`config.mk`:
```
export PLATFORM = sky130hd
export DESIGN_NAME = mem_arbiter
export DESIGN_NICKNAME = d
export VERILOG_FILES = /design/src/rtl/npc_mem_pkg.sv /design/src/rtl/mem_arbiter.sv
export SDC_FILE = /design/constraint.sdc
export NUM_CORES = 1
export LEC_CHECK = 0
export ABC_AREA = 1
export BUFFER_PORTS_ARGS = -buffer_cell sky130_fd_sc_hd__buf_2
export CELL_PAD_IN_SITES_DETAIL_PLACEMENT = 0
export CELL_PAD_IN_SITES_GLOBAL_PLACEMENT = 2
export CORE_MARGIN = 10
export CORE_UTILIZATION = 17
export DETAILED_ROUTE_END_ITERATION = 10
export PLACE_DENSITY_LB_ADDON = 0.1
export SYNTH_ARGS = -nofsm -noshare
export SYNTH_HDL_FRONTEND = slang
export SYNTH_SLANG_ARGS = --single-unit
```
`constraint.sdc`:
```
create_clock -name clk -period 1.3 [get_ports clk]
set_input_delay 0 -clock clk [delete_from_list [all_inputs] [get_ports clk]]
set_output_delay 0 -clock clk [all_outputs]
set_load 0.03 [all_outputs]
```
`src/rtl/npc_mem_pkg.sv`:
```
// Shared types for the IFU/LSU memory port: arbiter states, owner encoding, watchdog sizing.
package npc_mem_pkg;

    typedef enum logic [1:0] {
        IDLE = 2'd0,
        REQ  = 2'd1,
        RSP  = 2'd2,
        ERR  = 2'd3
    } state_t;

    typedef enum logic {
        OWN_IFU = 1'b0,
        OWN_LSU = 1'b1
    } owner_t;

    // Watchdog must be able to hold the value TIMEOUT itself.
    function automatic int wd_width(input int timeout);
        return $clog2(timeout + 1);
    endfunction

endpackage

```
`src/rtl/mem_arbiter.sv`:
```
// Round-robin IFU/LSU arbiter onto one memory slave; 0-cycle grant in IDLE, registered request, combinational response path.
// One transaction in flight; owner rsp_ready backpressures the slave, a watchdog turns a hung response into an error.
module mem_arbiter
    import npc_mem_pkg::*;
#(
    parameter int ADDR_W  = 32,
    parameter int DATA_W  = 32,
    parameter int TIMEOUT = 1024
) (
    input  logic                clk,
    input  logic                rst,

    input  logic                ifu_req_valid,
    output logic                ifu_req_ready,
    input  logic [ADDR_W-1:0]   ifu_req_addr,
    output logic                ifu_rsp_valid,
    input  logic                ifu_rsp_ready,
    output logic [DATA_W-1:0]   ifu_rsp_data,
    output logic                ifu_rsp_err,

    input  logic                lsu_req_valid,
    output logic                lsu_req_ready,
    input  logic [ADDR_W-1:0]   lsu_req_addr,
    input  logic                lsu_req_wen,
    input  logic [DATA_W-1:0]   lsu_req_wdata,
    input  logic [DATA_W/8-1:0] lsu_req_wmask,
    output logic                lsu_rsp_valid,
    input  logic                lsu_rsp_ready,
    output logic [DATA_W-1:0]   lsu_rsp_data,
    output logic                lsu_rsp_err,

    output logic                mem_req_valid,
    input  logic                mem_req_ready,
    output logic [ADDR_W-1:0]   mem_req_addr,
    output logic                mem_req_wen,
    output logic [DATA_W-1:0]   mem_req_wdata,
    output logic [DATA_W/8-1:0] mem_req_wmask,
    input  logic                mem_rsp_valid,
    output logic                mem_rsp_ready,
    input  logic [DATA_W-1:0]   mem_rsp_data,
    input  logic                mem_rsp_err
);

    localparam int             WD_W   = wd_width(TIMEOUT);
    localparam logic [WD_W-1:0] WD_MAX = WD_W'(TIMEOUT);

    state_t                state_q, state_d;
    owner_t                owner_q, owner_d;
    owner_t                last_q,  last_d;
    logic [WD_W-1:0]       wd_q,    wd_d;
    logic [ADDR_W-1:0]     addr_q,  addr_d;
    logic                  wen_q,   wen_d;
    logic [DATA_W-1:0]     wdata_q, wdata_d;
    logic [DATA_W/8-1:0]   wmask_q, wmask_d;

    logic pick_lsu, pick_ifu, grant_ok, owner_rsp_ready, in_rsp, in_err, ifu_sel;

    // LSU wins when alone, or on a tie when the IFU was granted last.
    assign pick_lsu = lsu_req_valid && (!ifu_req_valid || last_q == OWN_IFU);
    assign pick_ifu = ifu_req_valid && !pick_lsu;
    assign grant_ok = (state_q == IDLE) && !rst;

    assign ifu_req_ready = grant_ok && pick_ifu;
    assign lsu_req_ready = grant_ok && pick_lsu;

    assign owner_rsp_ready = (owner_q == OWN_LSU) ? lsu_rsp_ready : ifu_rsp_ready;
    assign in_rsp  = (state_q == RSP);
    assign in_err  = (state_q == ERR);
    assign ifu_sel = (owner_q == OWN_IFU);

    assign mem_req_valid = (state_q == REQ);
    assign mem_req_addr  = addr_q;
    assign mem_req_wen   = wen_q;
    assign mem_req_wdata = wdata_q;
    assign mem_req_wmask = wmask_q;
    // IDLE drains stray responses from abandoned or timed-out transactions.
    assign mem_rsp_ready = (state_q == IDLE) || (in_rsp && owner_rsp_ready);

    assign ifu_rsp_valid = ifu_sel && (in_rsp ? mem_rsp_valid : in_err);
    assign ifu_rsp_err   = ifu_sel && (in_rsp ? mem_rsp_err : in_err);
    assign ifu_rsp_data  = (ifu_sel && in_rsp) ? mem_rsp_data : '0;
    assign lsu_rsp_valid = !ifu_sel && (in_rsp ? mem_rsp_valid : in_err);
    assign lsu_rsp_err   = !ifu_sel && (in_rsp ? mem_rsp_err : in_err);
    assign lsu_rsp_data  = (!ifu_sel && in_rsp) ? mem_rsp_data : '0;

    always_comb begin
        state_d = state_q;
        owner_d = owner_q;
        last_d  = last_q;
        wd_d    = wd_q;
        addr_d  = addr_q;
        wen_d   = wen_q;
        wdata_d = wdata_q;
        wmask_d = wmask_q;
        case (state_q)
            IDLE: begin
                if (grant_ok && (pick_ifu || pick_lsu)) begin
                    state_d = REQ;
                    owner_d = pick_lsu ? OWN_LSU : OWN_IFU;
                    last_d  = pick_lsu ? OWN_LSU : OWN_IFU;
                    addr_d  = pick_lsu ? lsu_req_addr : ifu_req_addr;
                    wen_d   = pick_lsu && lsu_req_wen;
                    wdata_d = pick_lsu ? lsu_req_wdata : '0;
                    wmask_d = pick_lsu ? lsu_req_wmask : '0;
                end
            end
            REQ: begin
                if (mem_req_ready) begin
                    state_d = RSP;
                    wd_d    = '0;
                end
            end
            RSP: begin
                if (mem_rsp_valid && mem_rsp_ready) begin
                    state_d = IDLE;
                end else if (!mem_rsp_valid) begin
                    if (wd_q == WD_MAX) state_d = ERR;
                    else                wd_d    = wd_q + WD_W'(1);
                end
            end
            default: begin
                if (owner_rsp_ready) state_d = IDLE;
            end
        endcase
    end

    always_ff @(posedge clk) begin
        if (rst) begin
            state_q <= IDLE;
            owner_q <= OWN_IFU;
            last_q  <= OWN_IFU;
            wd_q    <= '0;
            addr_q  <= '0;
            wen_q   <= 1'b0;
            wdata_q <= '0;
            wmask_q <= '0;
        end else begin
            state_q <= state_d;
            owner_q <= owner_d;
            last_q  <= last_d;
            wd_q    <= wd_d;
            addr_q  <= addr_d;
            wen_q   <= wen_d;
            wdata_q <= wdata_d;
            wmask_q <= wmask_d;
        end
    end

endmodule

```
Word level (Yosys, flattened, before mapping)
Cells that the tools add are included.

Muxes and demuxes: 21. Bitwise operators: 1. Equality and inequality tests: 11. $add $sub $neg: 1. Reductions and logical operators: 27.

Operators with widths (number): $mux W32 (4); $mux W11 (4); $pmux W11 S2 (1); $logic_and A1 B1 Y1 (15); $mux W2 (6); $add A11 B1 Y11 const B (1); $eq A11 B11 Y1 const B (1); $reduce_and A5 Y1 (2); $ne A2 B2 Y1 const B (3); $pmux W2 S3 (1); $eq A2 B2 Y1 const B (2); $mux W1 (4); $mux W4 (1); $ne A2 B1 Y1 const B (2); $reduce_bool A4 Y1 (1); $logic_not A1 Y1 (3); $logic_or A1 B1 Y1 (3); $ne A3 B1 Y1 const B (1); $ne A3 B2 Y1 const B (1); $eq A2 B1 Y1 const B (1); $logic_not A2 Y1 (1); $reduce_and A2 Y1 (1); $reduce_bool A2 Y1 (1); $not A1 Y1 (1).

Word-level logic and storage cells: 68. Input bits: 142. Output and inout port bits: 141. Bits in registers: 83.

Logic depth before layout (Yosys ltp)
Gate-level depths: netlist of the first run.

Depth after elaboration: 9. Mapped depth: 12. Gate-level depth less buffers: 12.

Worst setup path after synthesis of the first run
OpenSTA, ideal clock, no wires.

Path kind: register -> output. Start point: register last_q. End point: output ifu_req_ready. Path buffers: 1. Data arrival time: 1.571 ns. Required time: 1.300 ns. Stages on the path, launching flop included: 6. Path slack: -0.271 ns. Cells stage by stage: dfxtp_1 -> nand2_1 -> nand2_1 -> inv_1 -> clkbuf_1 -> nor3_1.

Word-level cells in the longest chain between the ends: 6.

Ends and longest elaborated chain: start: declaration (line mem_arbiter.sv:49) `owner_t last_q, last_d;`; start signal: assignment (line mem_arbiter.sv:140) `last_q <= last_d;`; $not A1 Y1; $logic_or A1 B1 Y1 (line mem_arbiter.sv:59) `assign pick_lsu = lsu_req_valid && (!ifu_req_valid || last_q == OWN_IFU);`; $logic_and A1 B1 Y1 (line mem_arbiter.sv:59); $logic_not A1 Y1 (line mem_arbiter.sv:60) `assign pick_ifu = ifu_req_valid && !pick_lsu;`; $logic_and A1 B1 Y1 (line mem_arbiter.sv:60); $logic_and A1 B1 Y1 (line mem_arbiter.sv:63) `assign ifu_req_ready = grant_ok && pick_ifu;`; end: declaration (line mem_arbiter.sv:14) `output logic ifu_req_ready,`.

Every way passes these cells.

Worst setup path in the final report of the first run
Start point: register state_q[0]. End point: output ifu_rsp_data[15].

Word-level cells in the longest chain between the ends: 3.

Ends and longest elaborated chain: start: declaration (line mem_arbiter.sv:47) `state_t state_q, state_d;`; start signal: assignment (line mem_arbiter.sv:138) `state_q <= state_d;`; $eq A2 B2 Y1 (line mem_arbiter.sv:67) `assign in_rsp = (state_q == RSP);`; $logic_and A1 B1 Y1 (line mem_arbiter.sv:81) `assign ifu_rsp_data = (ifu_sel && in_rsp) ? mem_rsp_data : '0;`; $mux W32 (line mem_arbiter.sv:81); end: declaration (line mem_arbiter.sv:18) `output logic [DATA_W-1:0] ifu_rsp_data,`.

Every way passes these cells.

==> run_results.csv, run 1 <==
group,metric,value,unit
final_layout,syn_to_final_growth,126,%
timing,slew_headroom,0.618,
placement,place_ws,-120,ps
clock_network,clk_latency,340,ps
clock_network,cts_tree,"done",
logic_synthesis,yosys_register_bits,83,
placement,finalWeightedCongestion,0.800,
worst_setup_path,cp-start-kind,"flop",
clock_network,clock_sinks,83,
die,core_area,22800,um2
clock_network,clkTransAtPathRegs,60,ps
status,status,"finished, violations left",
die,die_width,173,um
logic_synthesis,synth.cell_area,3960,um2
grt,grt_max_degree,47,
grt,grt_pass1_wl,32200,um
detailed_routing,avgRoutedWirePerCell,15.8,um
detailed_routing,firstDrtPassIters,4,
die,floorplan.initialDensity,0.174,
detailed_routing,drcViolationCount,0,
power,p_per_area,1490,nW/um2
timing,worst_pin_slew,574,ps
detailed_routing,drtIter0Drc,152,
timing,rsz0062_at_grt,"true",
logic_synthesis,synth_area_per_cell,6.54,um2
final_layout,layout_common_cells,"210 x buf_2, 171 x nand2_1, 101 x dlygate4sd3_1",
worst_setup_path,cpPeakStageDelay,340,ps
grt,grt_pass1_vias,5853,
worst_setup_path,path_buf_inv,4,
worst_setup_path,criticalPathCategory,"reg -> out",
final_layout,drive_above_1_share,0.487,
timing,fin_ws,-133,ps
worst_hold_path,hold_class,"in -> reg",
timing,fin_crit,1430,ps
detailed_routing,drtAntennaViolNets,0,
clock_network,numCtsBuffers,9,
timing,fmax,698,MHz
final_layout,fin_nets,1179,
logic_synthesis,synth_fp_nets,750,
die,rows,55,
final_layout,final_cell_area,8930,um2
clock_network,clockRootBuffer,"clkbuf_16",
logic_synthesis,ys_seq_area_frac,0.419,
final_layout,regArea,1680,um2
clock_network,h-tree-depth,3,
detailed_routing,routed_wl,21400,um
die,die-height,173,um
power,p_total,13.3,mW
timing,finalMaxSlewViolations,0,
grt,antenna_found_initial,2,
timing,hold_violations,0,
die,io_pins,283,
timing,fin_crit_sh,1.10,
grt,grt_usage,0.131,
worst_setup_path,cp_cell_sequence,"inv_4, nand2_4, inv_8, nand2_8, clkbuf_16, nor2_2, buf_4",
status,violations,"negative setup slack",
power,ir_worst_vdd,0.580,mV
power,p_leak,4.07,nW
worst_setup_path,cp.required,1300,ps
worst_setup_path,endpoint_kind,"output pin",
grt,grt-ovfl-total,0,
final_layout,fill_cells,2266,
die,dieArea,29800,um2
placement,post_dp_cell_area,6110,um2
logic_synthesis,yosysUniqueCellTypes,26,
worst_setup_path,crit_arrival,1430,ps
timing,final-setup-viol-count,150,
worst_setup_path,path_max_fanout,7,
final_layout,diodes,0,
worst_setup_path,critical-path-top-delay-family,"buffers and inverters",
timing,clock_skew,6.51,ps
final_layout,multiInputGateArea,2690,um2
final_layout,final_common_cell,"buf_2",
detailed_routing,vias,5607,
placement,hpwlAfterDp,14700,um
clock_network,clock_path_buffers,2,
logic_synthesis,synth_cells,606,
placement,io_buffers,282,
logic_synthesis,yosys_warnings,0,
detailed_routing,vias_per_cell,4.14,
worst_setup_path,crit_slowest_cell,"dfxtp_2",
run,drv_cap,0,
where the power goes:
| part | switching, mW | internal, mW |
|---|---|---|
| combinational | 4.40 | 2.94 |
| clock | 1.09 | 1.69 |
| sequential | 0.251 | 2.96 |
synthesized netlist by cell type:
| master | instances | area share |
|---|---|---|
| a21oi_1 | 48 | 0.061 |
| a21oi_2 | 1 | 0.0022 |
| a31oi_1 | 33 | 0.052 |
| buf_1 | 1 | 0.00095 |
| buf_2 | 15 | 0.019 |
| buf_4 | 6 | 0.011 |
| clkbuf_1 | 14 | 0.013 |
| dfxtp_1 | 83 | 0.42 |
| ha_1 | 2 | 0.0063 |
| inv_1 | 52 | 0.049 |
| inv_2 | 3 | 0.0028 |
| nand2_1 | 184 | 0.17 |
| nand2_2 | 4 | 0.0063 |
| nand2_4 | 1 | 0.0028 |
| nand3_1 | 19 | 0.024 |
| nand3_2 | 1 | 0.0025 |
| nand3b_1 | 1 | 0.0019 |
| nand4_1 | 2 | 0.0032 |
| nor2_1 | 89 | 0.084 |
| nor2_2 | 1 | 0.0016 |
| nor3_1 | 1 | 0.0013 |
| nor3b_1 | 2 | 0.0038 |
| nor4_1 | 1 | 0.0016 |
| o21ai_0 | 10 | 0.013 |
| o21ai_1 | 30 | 0.038 |
| xor2_1 | 2 | 0.0044 |
cells by family after synthesis:
group | after synthesis | synth area share
fa+ha+maj | 2 | 0.00632
xor+xnor | 2 | 0.00442
simple gates | 306 | 0.308
compound gates | 122 | 0.166
flops | 83 | 0.419
buf+inv | 91 | 0.0967
final timing paths:
kind	startpoint	end	slack (ps)	cells after the start
min reg2reg	mem_req_wdata[2]	mem_req_wdata[2]	460	2
min	mem_rsp_valid	state_q[0]	180	6
max reg2reg	state_q[1]	mem_req_wdata[18]	-90	7
max	state_q[0]	ifu_rsp_data[15]	-130	7
repair_timing:
item / 4_1_cts / 5_1_grt
hold buffers: 101 / 0
hold endpoints to repair: 69 / 0
pin swaps: 24 / 11
cloned: 5 / 5
endpoints found under the setup margin: 154 / 154
setup buffers: 7 / 1
resized for setup: 156 / 203
tightest hold or removal path, stage by stage:
cell     delay, ps
buf_2          150
nand3_2        110
o21ai_1         60
inv_1           50
nand2_1         50
nor2_1          70
flip-flops by register name, indices dropped and copies added (netlist names):
name           cells
wd_q              11
mem_req_addr      32
mem_req_wen        1
mem_req_wmask      4
mem_req_wdata     32
state_q            2
last_q             1
per-stage QoR:
step / std cells / hold WS, ps / util / setup TNS (ps)
detailed placement: 1219 / 259 / 0.268 / -6470
CTS: 1347 / 183 / 0.354 / -13040
global route: 1353 / 211 / 0.392 / -21460
floorplan: 606 / 147 / - / -2840
global placement: 1219 / 255 / 0.268 / -4230
finish: 1353 / 181 / 0.392 / -10300
per-layer routing:
layer | share of wire | global-route usage | wire length, um | vias to the layer above
li1 | - | - | - | 2799
met1 | 0.42 | 0.152 | 8910 | 2572
met2 | 0.48 | 0.217 | 10300 | 207
met3 | 0.083 | 0.0531 | 1770 | 25
met4 | 0.016 | 0.0377 | 351 | 4
met5 | 0.0013 | 0 | 27 | -
cell type report:
| class | count | share of cell area |
|---|---|---|
| clock inverter | 6 | 0.0101 |
| inverter | 55 | 0.0254 |
| timing repair buffer | 453 | 0.406 |
| clock buffer | 10 | 0.0256 |
| tap | 313 | 0.0438 |
| sequential | 83 | 0.188 |
| multi-input combinational | 433 | 0.301 |
Note: power is estimated with default switching activity, not from simulation.
==> inputs of run 2 (changes only) <==
- CORE_MARGIN: 10 -> 3
==> run 2 against run 1 <==
Net effect: sequential share of layout area fell by 2.2 points; the run still ends with negative setup slack left; critical endpoint is now lsu_rsp_data[20]; highest routed layer is now met4; core utilization rose by 5.1 points; wire length fell by 3.2%.
==> run_results.csv, run 2 (synthesis gave the netlist of run 1 again) <==
group,metric,value,unit
worst_setup_path,cp_cell_sequence,"inv_4, nand2_4, inv_6, nand2_8, buf_12, buf_12, nor2_4, buf_6",
detailed_routing,drtAntennaViolNets,0,
timing,clock_skew,9.55,ps
timing,worst_pin_slew,826,ps
die,rows,55,
placement,finalWeightedCongestion,0.763,
clock_network,clock_path_buffers,2,
worst_setup_path,cp-start-kind,"flop",
worst_setup_path,path_max_fanout,7,
grt,grt_max_degree,47,
worst_setup_path,reg2reg_depth,9,
worst_setup_path,crit_path_start,"state_q[0]",
worst_setup_path,cpMostUsedCell,"buf_12",
die,io_pins,283,
run,drv_cap,0,
timing,finalMaxSlewViolations,0,
detailed_routing,vias,5840,
final_layout,stdcell_count,1386,
timing,fin_crit,1500,ps
placement,place_ws,-179,ps
die,floorplan.initialDensity,0.174,
worst_hold_path,hold_class,"in -> reg",
final_layout,fin_nets,1212,
die,core_area,22800,um2
worst_setup_path,cpPeakStageDelay,330,ps
clock_network,clockRootBuffer,"clkbuf_16",
final_layout,final_common_cell,"buf_2",
timing,fin_ws,-204,ps
timing,hold_violations,0,
detailed_routing,drcViolationCount,0,
placement,post_dp_cell_area,6150,um2
grt,antenna_found_initial,0,
grt,grt-ovfl-total,0,
grt,grt_pass1_wl,30800,um
worst_setup_path,crit_slowest_cell,"dfxtp_2",
final_layout,layout_common_cells,"210 x buf_2, 108 x nand2_1, 101 x dlygate4sd3_1",
detailed_routing,firstDrtPassIters,4,
timing,final-setup-viol-count,141,
clock_network,clk_latency,350,ps
clock_network,h-tree-depth,3,
power,ir_worst_vdd,0.618,mV
worst_setup_path,r2r_start,"state_q[1]",
final_layout,postLayoutCoreUtil,0.443,
placement,dp.cells,1223,
placement,hpwlAfterDp,12900,um
final_layout,syn_to_final_growth,155,%
final_layout,final_cell_area,10100,um2
grt,grt_usage,0.156,
worst_hold_path,hold_depth,5,
clock_network,numCtsBuffers,9,
die,dieArea,25200,um2
worst_hold_path,hp-start,"rst",
timing,fin_crit_sh,1.16,
worst_setup_path,crit_arrival,1500,ps
status,violations,"negative setup slack",
clock_network,cts_tree,"done",
grt,grt_pass1_vias,5938,
timing,fin_setup_tns,-16220,ps
worst_setup_path,cp.required,1300,ps
detailed_routing,avgRoutedWirePerCell,14.9,um
timing,fmax,665,MHz
clock_network,clock_sinks,83,
timing,slew_headroom,0.449,
detailed_routing,routed_wl,20700,um
status,status,"finished, violations left",
final_layout,drive_above_1_share,0.615,
final_layout,diodes,0,
worst_setup_path,critical-path-top-delay-family,"buffers and inverters",
detailed_routing,vias_per_cell,4.21,
placement,io_buffers,282,
worst_setup_path,endpoint_kind,"output pin",
die,die_width,159,um
worst_setup_path,criticalPathCategory,"reg -> out",
power,p_leak,4.66,nW
power,p_per_area,1480,nW/um2
timing,rsz0062_at_grt,"true",
die,die-height,159,um
worst_setup_path,path_buf_inv,5,
detailed_routing,drtIter0Drc,136,
clock_network,clkTransAtPathRegs,60,ps
worst_setup_path,worstSetupPathDepth,8,
==> run 2: layout make-up <==
class	instances	area (um2)
flip-flops and latches	83	1680
clock buffers	9	225
clock inverters	7	48.8
repair buffers	486	4200
well taps	313	392
multi-input cells	433	3310
fillers	2214	12700
inverters	55	234
==> run 2: path summary, 6_finish.rpt <==
kind,to,slack (ps)
worst max-delay path,lsu_rsp_data[20],-200
worst min-delay path,state_q[1],130
worst max register to register,mem_req_wdata[6],-170
worst min register to register,mem_req_wdata[18],470
==> run 2: power by group <==
| part | switching [mW] | leakage (nW) | internal, mW |
|---|---|---|---|
| clock | 1.17 | 0.136 | 1.31 |
| combinational | 5.01 | 3.84 | 4.15 |
| sequential | 0.352 | 0.683 | 2.97 |
==> run 2: what timing repair did <==
action                                  in CTS  in global routing
gates resized for setup                    370                191
setup buffers                               28                  9
cloned                                      23                  2
hold buffers                               101                  0
hold endpoints to repair                    69                  0
endpoints found under the setup margin     154                155
pin swaps                                   44                 49
==> run 2: layer usage <==
metal,vias up,GRT usage,routed length [um]
li1,2887,-,-
met1,2736,0.178,8270
met2,201,0.289,10800
met3,16,0.0391,1370
met4,0,0.0393,257
met5,-,0,0
==> run 2: per-stage QoR <==
| step | total power, mW | hold slack, ps |
|---|---|---|
| finish | 15.0 | 128 |
| global route | 15.7 | 157 |
| CTS | 14.6 | 112 |
| detailed placement | 8.38 | 260 |
| global placement | 8.40 | 256 |
| floorplan | 6.38 | 147 |
==> run 2: tightest hold or removal path: stages <==
cell	delay (ps)
buf_2	90
inv_1	80
buf_4	180
nand2_1	70
a21oi_1	30
==> inputs of run 3 (changes only) <==
- ABC_AREA: 1 -> unset
- CORE_UTILIZATION: 17 -> 19
==> run 3 against run 2 <==
Net effect: the flow still finishes with violations (negative setup slack); wire length down 11%; critical endpoint is now wd_q[9]; cell area is 13% lower; worst setup slack got worse by 320 ps.
==> run_results.csv, run 3 <==
group,metric,value,unit
detailed_routing,avgRoutedWirePerCell,16.1,um
timing,worst_pin_slew,400,ps
grt,grt_pass1_wl,27600,um
worst_setup_path,cpPeakStageDelay,500,ps
logic_synthesis,ys_seq_area_frac,0.420,
detailed_routing,drtAntennaViolNets,0,
logic_synthesis,synth_top_area_cell,"dfxtp_1",
placement,place_ws,-521,ps
detailed_routing,drtIter0Drc,174,
status,violations,"negative setup slack",
worst_setup_path,endpoint_kind,"flop",
clock_network,clkTransAtPathRegs,70,ps
worst_setup_path,crit_slowest_cell,"or4b_4",
power,switchingPower,2.76,mW
logic_synthesis,synth-edff-count,0,
placement,hpwlAfterDp,12200,um
final_layout,syn_to_final_growth,121,%
logic_synthesis,yosys.area.top_type_share,0.420,
worst_setup_path,cp.required,1540,ps
clock_network,numCtsBuffers,9,
timing,fin_crit_sh,1.40,
logic_synthesis,yosysMostFrequentCell,"dfxtp_1",
final_layout,final_common_cell,"buf_2",
worst_hold_path,hold_class,"in -> reg",
detailed_routing,vias_per_cell,4.34,
power,ir_worst_vdd,0.493,mV
final_layout,layout_common_cells,"209 x buf_2, 106 x buf_6, 79 x dfxtp_1",
timing,slew_headroom,0.732,
worst_setup_path,criticalPathCategory,"reg -> reg",
logic_synthesis,yosys_register_bits,83,
timing,finalMaxSlewViolations,0,
die,dieArea,22600,um2
die,io_pins,283,
timing,final-setup-viol-count,151,
logic_synthesis,synth_flop_cell,"dfxtp_1",
logic_synthesis,synth.cell_area,3960,um2
die,die-height,150,um
detailed_routing,firstDrtPassIters,4,
final_layout,drive_above_1_share,0.654,
power,p_per_area,947,nW/um2
detailed_routing,vias,4985,
power,p_leak,4.04,nW
logic_synthesis,yosys_warnings,0,
detailed_routing,routed_wl,18500,um
worst_setup_path,cp_cell_sequence,"inv_2, ha_1, or4b_4, o31ai_4, buf_4, nor4_1, a211o_1",
clock_network,clockRootBuffer,"clkbuf_16",
logic_synthesis,yosysUniqueCellTypes,40,
worst_setup_path,cp-start-kind,"flop",
die,core_area,20400,um2
grt,grt-ovfl-total,0,
power,comb_power_share,0.358,
timing,fmax,549,MHz
clock_network,clk_latency,350,ps
worst_setup_path,crit_arrival,2060,ps
final_layout,postLayoutCoreUtil,0.430,
timing,fin_crit,1820,ps
logic_synthesis,ys_top_cells_by_count,"83 x dfxtp_1, 80 x nor2_1, 66 x and2_1",
clock_network,h-tree-depth,3,
timing,rsz0062_at_grt,"true",
grt,grt_pass1_vias,5172,
run,drv_cap,0,
timing,fin_setup_tns,-51570,ps
grt,grt_max_degree,56,
timing,hold_violations,0,
power,p_seq_frac,0.344,
status,status,"finished, violations left",
logic_synthesis,synth_cells,456,
die,floorplan.initialDensity,0.194,
final_layout,fin_nets,1018,
final_layout,diodes,0,
placement,io_buffers,282,
clock_network,clock_path_buffers,2,
grt,antenna_found_initial,0,
clock_network,clock_sinks,83,
power,internal-power,5.53,mW
logic_synthesis,synth_fp_nets,600,
power,switching_share,0.333,
clock_network,cts_tree,"done",
logic_synthesis,synth_area_per_cell,8.68,um2
power,p_clk_frac,0.298,
placement,finalWeightedCongestion,0.787,
die,rows,52,
timing,fin_ws,-522,ps
logic_synthesis,ys_top_cells_by_area,"dfxtp_1 42%, and2_1 10%, mux2i_1 9.1%",
detailed_routing,drcViolationCount,0,
timing,clock_skew,5.32,ps
logic_synthesis,ys_async_sr_fraction,0,
power,p_total,8.28,mW
worst_setup_path,path_max_fanout,4,
die,die_width,150,um
grt,grt_usage,0.158,
[run 3: cell types whose count changed after synthesis, moves of 13 or more]
cell	before	now
nand3_1	19	6
inv_1	52	5
nand2_1	184	13
and2_1	0	66
a22oi_1	0	37
a21oi_1	48	13
a31oi_1	33	1
mux2i_1	0	36
o21ai_1	30	0
a211oi_1	0	33
[run 3: metal layers]
| layer | up-vias | track usage | share of wire | routed length, um |
|---|---|---|---|---|
| li1 | 2458 | - | - | - |
| met1 | 2301 | 0.180 | 0.40 | 7310 |
| met2 | 203 | 0.281 | 0.51 | 9360 |
| met3 | 23 | 0.0349 | 0.076 | 1410 |
| met4 | 0 | 0.0677 | 0.022 | 405 |
| met5 | - | 0 | 0 | 0 |
[run 3: cell type report]
type	instances	area (um2)
sequential	83	1670
timing repair buffer	445	3730
fill	1996	11600
inverter	5	18.8
clock inverter	7	52.6
tap	270	338
clock buffer	9	225
multi-input combinational	330	2720
[run 3: timing repair]
| item | CTS | global route |
|---|---|---|
| endpoints found under the hold margin | 45 | 0 |
| hold buffers | 48 | 0 |
| cloned | 16 | 0 |
| setup endpoints to repair | 153 | 155 |
| buffers inserted | 40 | 19 |
| pin swaps | 83 | 37 |
| gates resized for setup | 322 | 35 |
[run 3: cell families (layout without fill, tap and decap cells)]
family	Yosys count	in the layout	share of synthesized area
flip-flops	83	83	0.420
AND/OR/NAND/NOR	191	191	0.249
adder cells (fa/ha/maj)	2	2	0.00632
buffers and inverters	43	466	0.0481
multiplexers	36	36	0.0911
AO/OA/AOI/OAI	101	101	0.185
[run 3: metrics by stage]
step	std cells	hold slack, ps	instance area (um2)
final	1149	5.66	8750
after CTS	1148	0.0659	8890
after detailed placement	1028	255	6340
after floorplan	456	150	4300
after global routing	1149	24.4	8750
after global placement	1028	250	6340
[run 3: path summary, 6_finish.rpt]
check	start	endpoint	slack, ps	cells past startpoint
max	wd_q[0]	wd_q[9]	-520	7
min	lsu_req_addr[22]	mem_req_addr[22]	6	3
max reg2reg	wd_q[0]	wd_q[9]	-520	7
min reg2reg	mem_req_addr[4]	mem_req_addr[4]	490	2
[run 3: critical path, delay by kind of cell, from the launching register on]
kind	cells	cell delay (ps)
compound gates	2	490
fa+ha+maj	1	140
buf+inv	2	220
flops	1	330
simple gates	2	550
[run 3: power groups by stage]
stage / clock network (mW) / registers, mW / logic [mW]
5_1_grt: 2.65 / 2.87 / 3.18
3_5_place_dp: 0 / 2.88 / 2.05
4_1_cts: 2.57 / 2.85 / 3.05
3_3_place_gp: 0 / 2.88 / 2.05
2_1_floorplan: 0 / 3.20 / 0.931
6_report: 2.47 / 2.85 / 2.97
